<file path="src/rtl/mem_imm_pkg.sv">
// Shared opcode constants and enums for the memory/ALU immediate aligner.
package mem_imm_pkg;

    localparam logic [5:0] OP_LW   = 6'b100011;
    localparam logic [5:0] OP_SW   = 6'b101011;
    localparam logic [5:0] OP_LH   = 6'b100001;
    localparam logic [5:0] OP_LHU  = 6'b100101;
    localparam logic [5:0] OP_SH   = 6'b101001;
    localparam logic [5:0] OP_LB   = 6'b100000;
    localparam logic [5:0] OP_LBU  = 6'b100100;
    localparam logic [5:0] OP_SB   = 6'b101000;
    localparam logic [5:0] OP_ANDI = 6'b001100;
    localparam logic [5:0] OP_ORI  = 6'b001101;
    localparam logic [5:0] OP_XORI = 6'b001110;
    localparam logic [5:0] OP_LUI  = 6'b001111;

    typedef enum logic [1:0] {EXT_SIGN, EXT_ZERO, EXT_LUI} ext_mode_t;

    typedef enum logic [1:0] {EMPTY, ONE, TWO} skid_state_t;

endpackage

</file>
<file path="src/rtl/mem_imm_aligner_if.sv">
// Decode-side input and operand-mux-side output handshake bundle.
interface mem_imm_aligner_if #(
    parameter int IMM_W = 16,
    parameter int OUT_W = 32,
    parameter int CNT_W = 16
);
    logic [5:0]       opcode;
    logic [IMM_W-1:0] imm_in;
    logic             in_valid;
    logic             in_ready;
    logic [OUT_W-1:0] imm_out;
    logic             misaligned;
    logic             out_valid;
    logic             out_ready;
    logic [CNT_W-1:0] misalign_count;

    modport master (
        output opcode, imm_in, in_valid, out_ready,
        input  in_ready, imm_out, misaligned, out_valid, misalign_count
    );

    modport slave (
        input  opcode, imm_in, in_valid, out_ready,
        output in_ready, imm_out, misaligned, out_valid, misalign_count
    );
endinterface

</file>
<file path="src/rtl/mem_imm_decode.sv">
// Combinational opcode decode, immediate extension and access-size scaling.
module mem_imm_decode
    import mem_imm_pkg::*;
#(
    parameter int IMM_W      = 16,
    parameter int OUT_W      = 32,
    parameter int WORD_SHIFT = 2,
    parameter int SH_W       = 2
) (
    input  logic [5:0]       opcode,
    input  logic [IMM_W-1:0] imm_in,
    output logic [SH_W-1:0]  shamt,
    output ext_mode_t        ext_mode,
    output logic [OUT_W-1:0] value,
    output logic             misaligned
);
    logic signed [OUT_W-1:0] sx;
    logic        [OUT_W-1:0] zx;

    always_comb begin
        shamt    = '0;
        ext_mode = EXT_SIGN;
        case (opcode)
            OP_LW, OP_SW:           shamt = SH_W'(WORD_SHIFT);
            OP_LH, OP_LHU, OP_SH:   shamt = SH_W'(WORD_SHIFT - 1);
            OP_LB, OP_LBU, OP_SB:   shamt = '0;
            OP_ANDI, OP_ORI, OP_XORI: ext_mode = EXT_ZERO;
            OP_LUI:                 ext_mode = EXT_LUI;
            default:                shamt = '0;
        endcase
    end

    always_comb begin
        sx    = OUT_W'($signed(imm_in));
        zx    = OUT_W'(imm_in);
        value = '0;
        case (ext_mode)
            EXT_ZERO: value = zx >> shamt;
            EXT_LUI:  value = zx << (OUT_W - IMM_W);
            default:  value = OUT_W'(sx >>> shamt);
        endcase
    end

    // Any set bit below the shift amount is lost by the scaling.
    always_comb begin
        misaligned = 1'b0;
        for (int unsigned i = 0; i < WORD_SHIFT; i++) begin
            if (i < 32'(shamt) && imm_in[i]) misaligned = 1'b1;
        end
    end

endmodule

</file>
<file path="src/rtl/mem_imm_aligner.sv">
// Immediate aligner: decode stage feeding a 2-entry valid/ready skid buffer.
// Optional MISALIGN_CNT_EN adds a saturating counter of misaligned accepts.
module mem_imm_aligner
    import mem_imm_pkg::*;
#(
    parameter int IMM_W      = 16,
    parameter int OUT_W      = 32,
    parameter int WORD_SHIFT = 2,
    parameter int CNT_W      = 16
) (
    input  logic clk,
    input  logic rst_n,
    mem_imm_aligner_if.slave bus
);
    localparam int SH_W = $clog2(WORD_SHIFT + 1);

    logic [SH_W-1:0]  dec_shamt;
    ext_mode_t        dec_mode;
    logic [OUT_W-1:0] dec_value;
    logic             dec_mis;

    mem_imm_decode #(
        .IMM_W      (IMM_W),
        .OUT_W      (OUT_W),
        .WORD_SHIFT (WORD_SHIFT),
        .SH_W       (SH_W)
    ) u_decode (
        .opcode     (bus.opcode),
        .imm_in     (bus.imm_in),
        .shamt      (dec_shamt),
        .ext_mode   (dec_mode),
        .value      (dec_value),
        .misaligned (dec_mis)
    );

    logic unused_dec;
    assign unused_dec = ^{dec_shamt, dec_mode};

    skid_state_t      state;
    logic [OUT_W-1:0] main_val, skid_val;
    logic             main_mis, skid_mis;
    logic             in_ready, out_valid, accept, consume;

    // Handshake flags come from state only, so out_ready never reaches in_ready.
    assign in_ready  = (state != TWO);
    assign out_valid = (state != EMPTY);
    assign accept    = bus.in_valid && in_ready;
    assign consume   = out_valid && bus.out_ready;

    always_ff @(posedge clk or negedge rst_n) begin
        if (!rst_n) begin
            state    <= EMPTY;
            main_val <= '0;
            main_mis <= 1'b0;
            skid_val <= '0;
            skid_mis <= 1'b0;
        end else begin
            case (state)
                EMPTY: if (accept) begin
                    main_val <= dec_value;
                    main_mis <= dec_mis;
                    state    <= ONE;
                end
                ONE: if (accept && consume) begin
                    main_val <= dec_value;
                    main_mis <= dec_mis;
                end else if (accept) begin
                    skid_val <= dec_value;
                    skid_mis <= dec_mis;
                    state    <= TWO;
                end else if (consume) begin
                    state <= EMPTY;
                end
                TWO: if (consume) begin
                    main_val <= skid_val;
                    main_mis <= skid_mis;
                    state    <= ONE;
                end
                default: state <= EMPTY;
            endcase
        end
    end

    assign bus.in_ready   = in_ready;
    assign bus.out_valid  = out_valid;
    assign bus.imm_out    = main_val;
    assign bus.misaligned = main_mis;

`ifdef MISALIGN_CNT_EN
    always_ff @(posedge clk or negedge rst_n) begin
        if (!rst_n) begin
            bus.misalign_count <= '0;
        end else if (accept && dec_mis && bus.misalign_count != '1) begin
            bus.misalign_count <= bus.misalign_count + CNT_W'(1);
        end
    end
`else
    assign bus.misalign_count = '0;
`endif

endmodule

</file>
<file path="src/flat_wrapper.sv">
// flat-port wrapper written by rule: the top's interface ports become plain ports
module mem_imm_aligner_flat import mem_imm_pkg::*;
#(
    parameter int IMM_W      = 16,
    parameter int OUT_W      = 32,
    parameter int WORD_SHIFT = 2,
    parameter int CNT_W      = 16
)
  (clk, rst_n, bus_opcode, bus_imm_in, bus_in_valid, bus_out_ready, bus_in_ready, bus_imm_out, bus_misaligned, bus_out_valid, bus_misalign_count);
  mem_imm_aligner_if #(.IMM_W(IMM_W), .OUT_W(OUT_W), .CNT_W(CNT_W)) bus_i ();
  input  logic clk;
  input  logic rst_n;
  input wire logic [$bits(bus_i.opcode)-1:0] bus_opcode;
  input wire logic [$bits(bus_i.imm_in)-1:0] bus_imm_in;
  input wire logic [$bits(bus_i.in_valid)-1:0] bus_in_valid;
  input wire logic [$bits(bus_i.out_ready)-1:0] bus_out_ready;
  output wire logic [$bits(bus_i.in_ready)-1:0] bus_in_ready;
  output wire logic [$bits(bus_i.imm_out)-1:0] bus_imm_out;
  output wire logic [$bits(bus_i.misaligned)-1:0] bus_misaligned;
  output wire logic [$bits(bus_i.out_valid)-1:0] bus_out_valid;
  output wire logic [$bits(bus_i.misalign_count)-1:0] bus_misalign_count;
  assign bus_i.opcode = bus_opcode;
  assign bus_i.imm_in = bus_imm_in;
  assign bus_i.in_valid = bus_in_valid;
  assign bus_i.out_ready = bus_out_ready;
  assign bus_in_ready = bus_i.in_ready;
  assign bus_imm_out = bus_i.imm_out;
  assign bus_misaligned = bus_i.misaligned;
  assign bus_out_valid = bus_i.out_valid;
  assign bus_misalign_count = bus_i.misalign_count;
  mem_imm_aligner #(.IMM_W(IMM_W), .OUT_W(OUT_W), .WORD_SHIFT(WORD_SHIFT), .CNT_W(CNT_W)) u_core (.clk(clk), .rst_n(rst_n), .bus(bus_i));
endmodule
</file>
<file path="config.mk">
export PLATFORM = sky130hd
export DESIGN_NAME = mem_imm_aligner_flat
export DESIGN_NICKNAME = d
export VERILOG_FILES = /design/src/rtl/mem_imm_pkg.sv /design/src/rtl/mem_imm_aligner_if.sv /design/src/rtl/mem_imm_decode.sv /design/src/rtl/mem_imm_aligner.sv /design/src/flat_wrapper.sv
export SDC_FILE = /design/constraint.sdc
export NUM_CORES = 1
export LEC_CHECK = 0
export ABC_AREA = 1
export CORE_UTILIZATION = 30
export CTS_CLUSTER_DIAMETER = 80
export DETAILED_ROUTE_END_ITERATION = 7
export SKIP_CTS_REPAIR_TIMING = 1
export SYNTH_ARGS = -nofsm -noshare
export SYNTH_HDL_FRONTEND = slang
export SYNTH_HIERARCHICAL = 1
export SYNTH_SLANG_ARGS = --single-unit
</file>
<file path="constraint.sdc">
create_clock -name clk -period 2 [get_ports clk]
set_input_delay 0.2 -clock clk [delete_from_list [all_inputs] [get_ports clk]]
set_output_delay 0.2 -clock clk [all_outputs]
set_load 0.05 [all_outputs]
</file>
==> reports/summary.md, run 1 <==
## Status
* status: completed

## Placement
* number of placed instances, taps included: 798
* # port buffers: 60
* routability-driven placement congestion ratio: 0.870
* DP Wirelength: 6920 um

## Worst setup path
* type of the setup path with the least slack: in2reg
* capture instance of the worst register-to-register path: u_core/bus.imm_out[14]$_DFFE_PN0P_
* Worst R2R Path Depth: 7
* CP Capture Type: flip-flop
* reg2reg start: u_core/state[1]$_DFFE_PN0P_
* Critical Path Start Type: primary input
* critical path fanouts, max: 4
* slack of the worst reg-to-reg path: 0.46 ns
* worst path required time: 2.27 ns
* Worst Path Arrival: 2.17 ns

## Routing
* number of vias after detailed routing: 3,734
* number of vias per cell after detailed routing: 4.54
* Iteration-0 DRC Markers: 238
* number of antenna-violating nets in the routed design: 0
* total routed wirelength: 10,500 um
* count of unresolved DRC violations after routing: 0
* average routed wire per standard cell: 12.8 um
* drt pass-1 iters: 4

## STA
* hold violation total from the final report: 0
* Worst-Margin Slew: 0.500 ns
* final max-slew violation count: 0
* final number of setup-violating endpoints: 0
* period utilization: 0.952
* setup clock skew after layout: 0.00424 ns
* achievable frequency: 0.525 GHz
* post-layout min period: 1.90 ns
* Max-Slew Margin vs Limit: 0.665

## Floorplan
* Boundary Pins: 77
* Total Die Area: 0.0144 mm^2
* floorplan die width: 120 um
* initial cell density of the core: 0.311
* die extent in y: 120 um
* count of standard-cell rows: 42
* core area: 0.0134 mm^2

## Logic synthesis
* Post-Synthesis Cell Area: 0.00416 mm^2
* Ys Warns: 6
* post-synthesis average cell area: 7.24 um^2
* synthesized netlist cell count: 575

## Power and ir drop
* power consumption: 7610 uW
* part of the total power dissipated in combinational logic: 0.483
* Int Pwr: 4160 uW
* fraction of power consumed by the clock network: 0.203
* switching power: 3450 uW
* Leakage: 0.00283 uW
* worst voltage drop across the vdd grid: 0.443 mV
* power density cells: 1420 mW/mm^2
* Sw Ratio: 0.453
* proportion of power drawn by flip-flops and latches: 0.314

## GRT
* maximum number of pins on one net before global-route repair: 69
* global-route wire length before repair: 17,800 um
* number of global-route vias before repair: 3,628
* antenna violations before repair: 0
* sum of overflow across all layers after global routing: 0
* Total GRT Usage: 0.156

## Clock tree
* clock transition at the register clock pins on the worst setup and hold paths after CTS: 0.05 ns
* root buffer selected by CTS: sky130_fd_sc_hd__clkbuf_16
* clock net sink count: 68
* latest clock arrival within the worst-skew pair: 0.33 ns
* level count of the clock H-tree: 3
* CTS tree: yes
* Clock Path Buffers: 2
* number of buffers added by the clock tree synthesis step: 9

## Final layout
* share of layout cells above drive strength 1: 0.150
* area of the multi-input gates: 0.00200 mm^2
* area of all sequential standard cells: 0.00170 mm^2
* most frequent cells in the layout: sky130_fd_sc_hd__nand2_1, sky130_fd_sc_hd__nand3_1, sky130_fd_sc_hd__dfrtp_1, sky130_fd_sc_hd__inv_1, sky130_fd_sc_hd__clkdlybuf4s50_1
* most frequent standard cell in the layout excluding fill and tap cells: sky130_fd_sc_hd__nand2_1
* Non-Filler Instances: 822
* relative area change from synthesis to final layout: 29.0%
* count of fill cells added during filler insertion: 1,389
* NumNets Final: 669
* number of antenna repair diodes: 0

## Min path
* class of the tightest hold or removal check: in2async

## Run
* number of maximum-capacitance violations: 0

==> power by group through the flow <==
stage | registers, uW | logic (uW) | clock network (uW)
3_3_place_gp | 2390 | 3610 | 0
2_1_floorplan | 3430 | 1680 | 0
4_1_cts | 2400 | 3670 | 1590
5_1_grt | 2480 | 4030 | 1640
6_report | 2390 | 3680 | 1540
3_5_place_dp | 2420 | 3670 | 0
==> registers in the layout, indices dropped and copies added, names as in the netlist <==
signal and count:
u_core/skid_val 32, u_core/state 2, u_core/bus.misaligned 1, u_core/bus.imm_out 32, u_core/skid_mis 1
==> worst max-delay path by stage <==
stage                                               to     startpoint  slack (ns)  cells after the start
floorplan            u_core/bus.imm_out[3]$_DFFE_PN0P_  bus_opcode[3]        0.03                     15
CTS                 u_core/bus.imm_out[11]$_DFFE_PN0P_  bus_opcode[5]       -0.24                     15
global route         u_core/bus.imm_out[1]$_DFFE_PN0P_  bus_opcode[4]       -0.04                     15
detailed placement  u_core/bus.imm_out[11]$_DFFE_PN0P_  bus_opcode[5]       -0.58                     15
global placement    u_core/bus.imm_out[11]$_DFFE_PN0P_  bus_opcode[5]       -0.56                     15
finish               u_core/bus.imm_out[0]$_DFFE_PN0P_  bus_opcode[4]         0.1                     15
==> final cells by class <==
cell class                      count  area share
Timing Repair Buffer               86       0.170
Multi-Input combinational cell    411       0.373
Inverter                           65      0.0459
Clock inverter                      5     0.00979
Sequential cell                    68       0.317
Tap cell                          176      0.0410
Clock buffer                       11      0.0433
==> critical path, stage by stage <==
cell                              delay (ns)
sky130_fd_sc_hd__clkdlybuf4s50_1        0.43
sky130_fd_sc_hd__inv_2                  0.09
sky130_fd_sc_hd__nand3_4                0.11
sky130_fd_sc_hd__nor2_4                 0.14
sky130_fd_sc_hd__inv_2                  0.06
sky130_fd_sc_hd__ha_4                   0.28
sky130_fd_sc_hd__nor2_4                 0.06
sky130_fd_sc_hd__nor2_4                 0.17
sky130_fd_sc_hd__clkbuf_16              0.17
sky130_fd_sc_hd__nand3_1                0.08
sky130_fd_sc_hd__nand2_1                0.09
sky130_fd_sc_hd__nand2_1                0.06
sky130_fd_sc_hd__nand2_1                0.07
sky130_fd_sc_hd__nand3_1                0.07
sky130_fd_sc_hd__nand2_1                0.08
==> through the flow <==
step / hold slack (ns) / utilization / setup TNS, ns / setup slack, ns / cell area [um^2]
3_5_place_dp: 0.251 / 0.363 / -23.16 / -0.585 / 4870
3_3_place_gp: 0.254 / 0.363 / -20.99 / -0.562 / 4870
4_1_cts: -0.0972 / 0.385 / -4.23 / -0.241 / 5160
6_report: 0.434 / 0.401 / 0 / 0.0969 / 5370
5_1_grt: 0.484 / 0.401 / -0.349 / -0.0352 / 5370
2_1_floorplan: -0.0956 / - / 0 / 0.0305 / 4220
==> layer usage <==
layer,GRT usage,vias up,wire length [um]
met5,0,-,0
met4,0.0477,0,128
met3,0.0314,8,611
met2,0.259,113,5040
met1,0.203,1728,4740
li1,-,1885,-
(Power assumes the default switching activity.)
==> inputs of run 2 (changes only) <==
Settings changed: CORE_UTILIZATION 30 to 57, PLACE_DENSITY from default to 0.86.
==> run 2 against run 1 <==
Compared with the run above: clock power down 25%; hold slack worse by 0.026 ns; global-route usage up 12 points; clock skew up 0.0016 ns; via count up 1.8%; power down 5.2%; largest cell class unchanged.
==> reports/summary.md, run 2 (synthesized netlist as in run 1, its figures left out) <==
## STA
* Max-Slew Margin vs Limit: 0.662, was 0.665
* hold violation total from the final report: 0, unchanged
* Worst-Margin Slew: 0.505 ns, was 0.500 ns
* setup clock skew after layout: 0.00588 ns, was 0.00424 ns
* final max-slew violation count: 0, unchanged
* period utilization: 0.877, was 0.952
* final number of setup-violating endpoints: 0, unchanged
* post-layout min period: 1.75 ns, was 1.90 ns
* RSZ-0062 raised after global routing: false
* achievable frequency: 0.570 GHz, was 0.525 GHz
* final setup slack of the worst path: 0.245 ns, was 0.0969 ns

## Clock tree
* Clock Path Buffers: 2, unchanged
* level count of the clock H-tree: 3, unchanged
* number of buffers added by the clock tree synthesis step: 9, unchanged
* CTS tree: yes, unchanged
* root buffer selected by CTS: sky130_fd_sc_hd__clkbuf_8, was sky130_fd_sc_hd__clkbuf_16
* clock net sink count: 68, unchanged
* latest clock arrival within the worst-skew pair: 0.33 ns, about the same
* clock transition at the register clock pins on the worst setup and hold paths after CTS: 0.07 ns, was 0.05 ns

## Power and ir drop
* Leakage: 0.00285 uW, was 0.00283 uW
* worst voltage drop across the vdd grid: 0.717 mV, was 0.443 mV
* fraction of power consumed by the clock network: 0.160, was 0.203
* proportion of power drawn by flip-flops and latches: 0.330, was 0.314
* power density cells: 1400 mW/mm^2, was 1420 mW/mm^2
* Sw Ratio: 0.468, was 0.453
* switching power: 3380 uW, was 3450 uW
* Int Pwr: 3840 uW, was 4160 uW
* part of the total power dissipated in combinational logic: 0.510, was 0.483

## Floorplan
* count of standard-cell rows: 30, was 42
* Total Die Area: 0.00765 mm^2, was 0.0144 mm^2
* initial cell density of the core: 0.603, was 0.311
* floorplan die width: 87.5 um, was 120 um
* die extent in y: 87.5 um, was 120 um
* Boundary Pins: 77, unchanged
* core area: 0.00691 mm^2, was 0.0134 mm^2

## Final layout
* post-route core utilization: 0.748, was 0.401
* most frequent cells in the layout: sky130_fd_sc_hd__nand2_1, sky130_fd_sc_hd__nand3_1, sky130_fd_sc_hd__dfrtp_1, sky130_fd_sc_hd__inv_1, sky130_fd_sc_hd__clkdlybuf4s50_1, unchanged
* most frequent standard cell in the layout excluding fill and tap cells: sky130_fd_sc_hd__nand2_1, unchanged
* number of antenna repair diodes: 0, unchanged
* NumNets Final: 674, was 669
* area of all sequential standard cells: 0.00170 mm^2, unchanged
* count of fill cells added during filler insertion: 542, was 1,389
* relative area change from synthesis to final layout: 24.0%, was 29.0%
* share of layout cells above drive strength 1: 0.137, was 0.150
* area of the multi-input gates: 0.00195 mm^2, was 0.00200 mm^2

## Placement
* routability-driven placement congestion ratio: 0.889, was 0.870
* DP Wirelength: 6660 um, was 6920 um
* # port buffers: 60, unchanged
* Post-Place Worst Slack: -0.614 ns, was -0.585 ns

## Run
* number of maximum-capacitance violations: 0, unchanged

## Worst setup path
* CP Capture Type: flip-flop, unchanged
* cell type with the highest occurrence count on the critical path: sky130_fd_sc_hd__nand2_1, unchanged
* cell at the slowest stage of the critical path: sky130_fd_sc_hd__ha_4, was sky130_fd_sc_hd__clkdlybuf4s50_1
* worst path required time: 2.28 ns, was 2.27 ns
* Critical Path Start Type: primary input, unchanged
* Worst Path Arrival: 2.03 ns, was 2.17 ns
* critical path fanouts, max: 7, was 4
* type of the setup path with the least slack: in2reg, unchanged
* Critical Path Max Stage Delay: 0.27 ns, was 0.43 ns
* crit path cell chain: dlymetal6s2s_1, nand2_2, inv_2, nand3_4, nor2_4, inv_2, ha_4, nor2_1, buf_4, nor2_4, clkbuf_16, nand3_1, nand2_2, nand2_1, nand2_1, nand3_2, nand2_1, was clkdlybuf4s50_1, inv_2, nand3_4, nor2_4, inv_2, ha_4, nor2_4, nor2_4, clkbuf_16, nand3_1, nand2_1, nand2_1, nand2_1, nand3_1, nand2_1

## Routing
* number of vias after detailed routing: 3,801, was 3,734
* average routed wire per standard cell: 13.2 um, was 12.8 um
* count of unresolved DRC violations after routing: 0, unchanged
* number of vias per cell after detailed routing: 5.09, was 4.54
* number of antenna-violating nets in the routed design: 0, unchanged
* drt pass-1 iters: 6, was 4
* Iteration-0 DRC Markers: 330, was 238
* total routed wirelength: 9880 um, was 10,500 um

## Status
* status: completed, unchanged

## GRT
* number of global-route vias before repair: 3,616, was 3,628
* global-route wire length before repair: 16,300 um, was 17,800 um
* maximum number of pins on one net before global-route repair: 69, unchanged
* antenna violations before repair: 0, unchanged
* Total GRT Usage: 0.274, was 0.156
* sum of overflow across all layers after global routing: 0, unchanged

## Min path
* class of the tightest hold or removal check: in2async, unchanged

-- run 2: layer usage --
metal	routed length, um	global-route usage	vias up
met5	0	0	-
met4	174	0.121	0
met3	510	0.0408	17
li1	-	-	1891
met2	5030	0.478	148
met1	4160	0.337	1745
-- run 2: worst max-delay path: cells and delay by family --
family / cells / cell delay, ns
buf+inv: 5 / 0.58
simple gates: 11 / 0.97
fa+ha+maj: 1 / 0.27
-- run 2: final timing paths --
path,from,end,slack [ns],depth (start not counted)
hold / removal,rst_n,u_core/state[1]$_DFFE_PN0P_,0.41,3
min in group clk,u_core/bus.imm_out[11]$_DFFE_PN0P_,u_core/bus.imm_out[11]$_DFFE_PN0P_,0.47,2
hold reg to reg,u_core/bus.imm_out[11]$_DFFE_PN0P_,u_core/bus.imm_out[11]$_DFFE_PN0P_,0.47,2
max in group asynchronous,rst_n,u_core/skid_mis$_DFFE_PN0P_,1.30,3
setup / recovery,bus_opcode[2],u_core/bus.imm_out[3]$_DFFE_PN0P_,0.25,17
setup reg to reg,u_core/state[1]$_DFFE_PN0P_,u_core/bus.imm_out[3]$_DFFE_PN0P_,0.39,7
-- run 2: area by class of cell --
class	instances	share of cell area
inverters	65	0.0477
multi-input cells	411	0.377
flip-flops and latches	68	0.330
clock buffers	12	0.0300
repair buffers	91	0.183
clock inverters	4	0.00921
well taps	96	0.0233
-- run 2: metrics by stage --
step	std cells	area (um^2)	total power [uW]	hold WS, ns	setup TNS, ns
2_1_floorplan	590	4220	5110	-0.0956	0
3_3_place_gp	725	4810	5930	0.249	-16.83
3_5_place_dp	725	4810	6060	0.247	-25.15
4_1_cts	741	5010	7220	-0.119	-5.23
5_1_grt	747	5160	7650	0.437	0
6_report	747	5160	7220	0.408	0
-- run 2: power by group through the flow --
stage | Sequential [uW] | Combinational, uW | Clock, uW
global placement | 2360 | 3570 | 0
global route | 2450 | 3960 | 1230
finish | 2380 | 3680 | 1150
detailed placement | 2390 | 3660 | 0
floorplan | 3430 | 1680 | 0
CTS | 2370 | 3680 | 1170
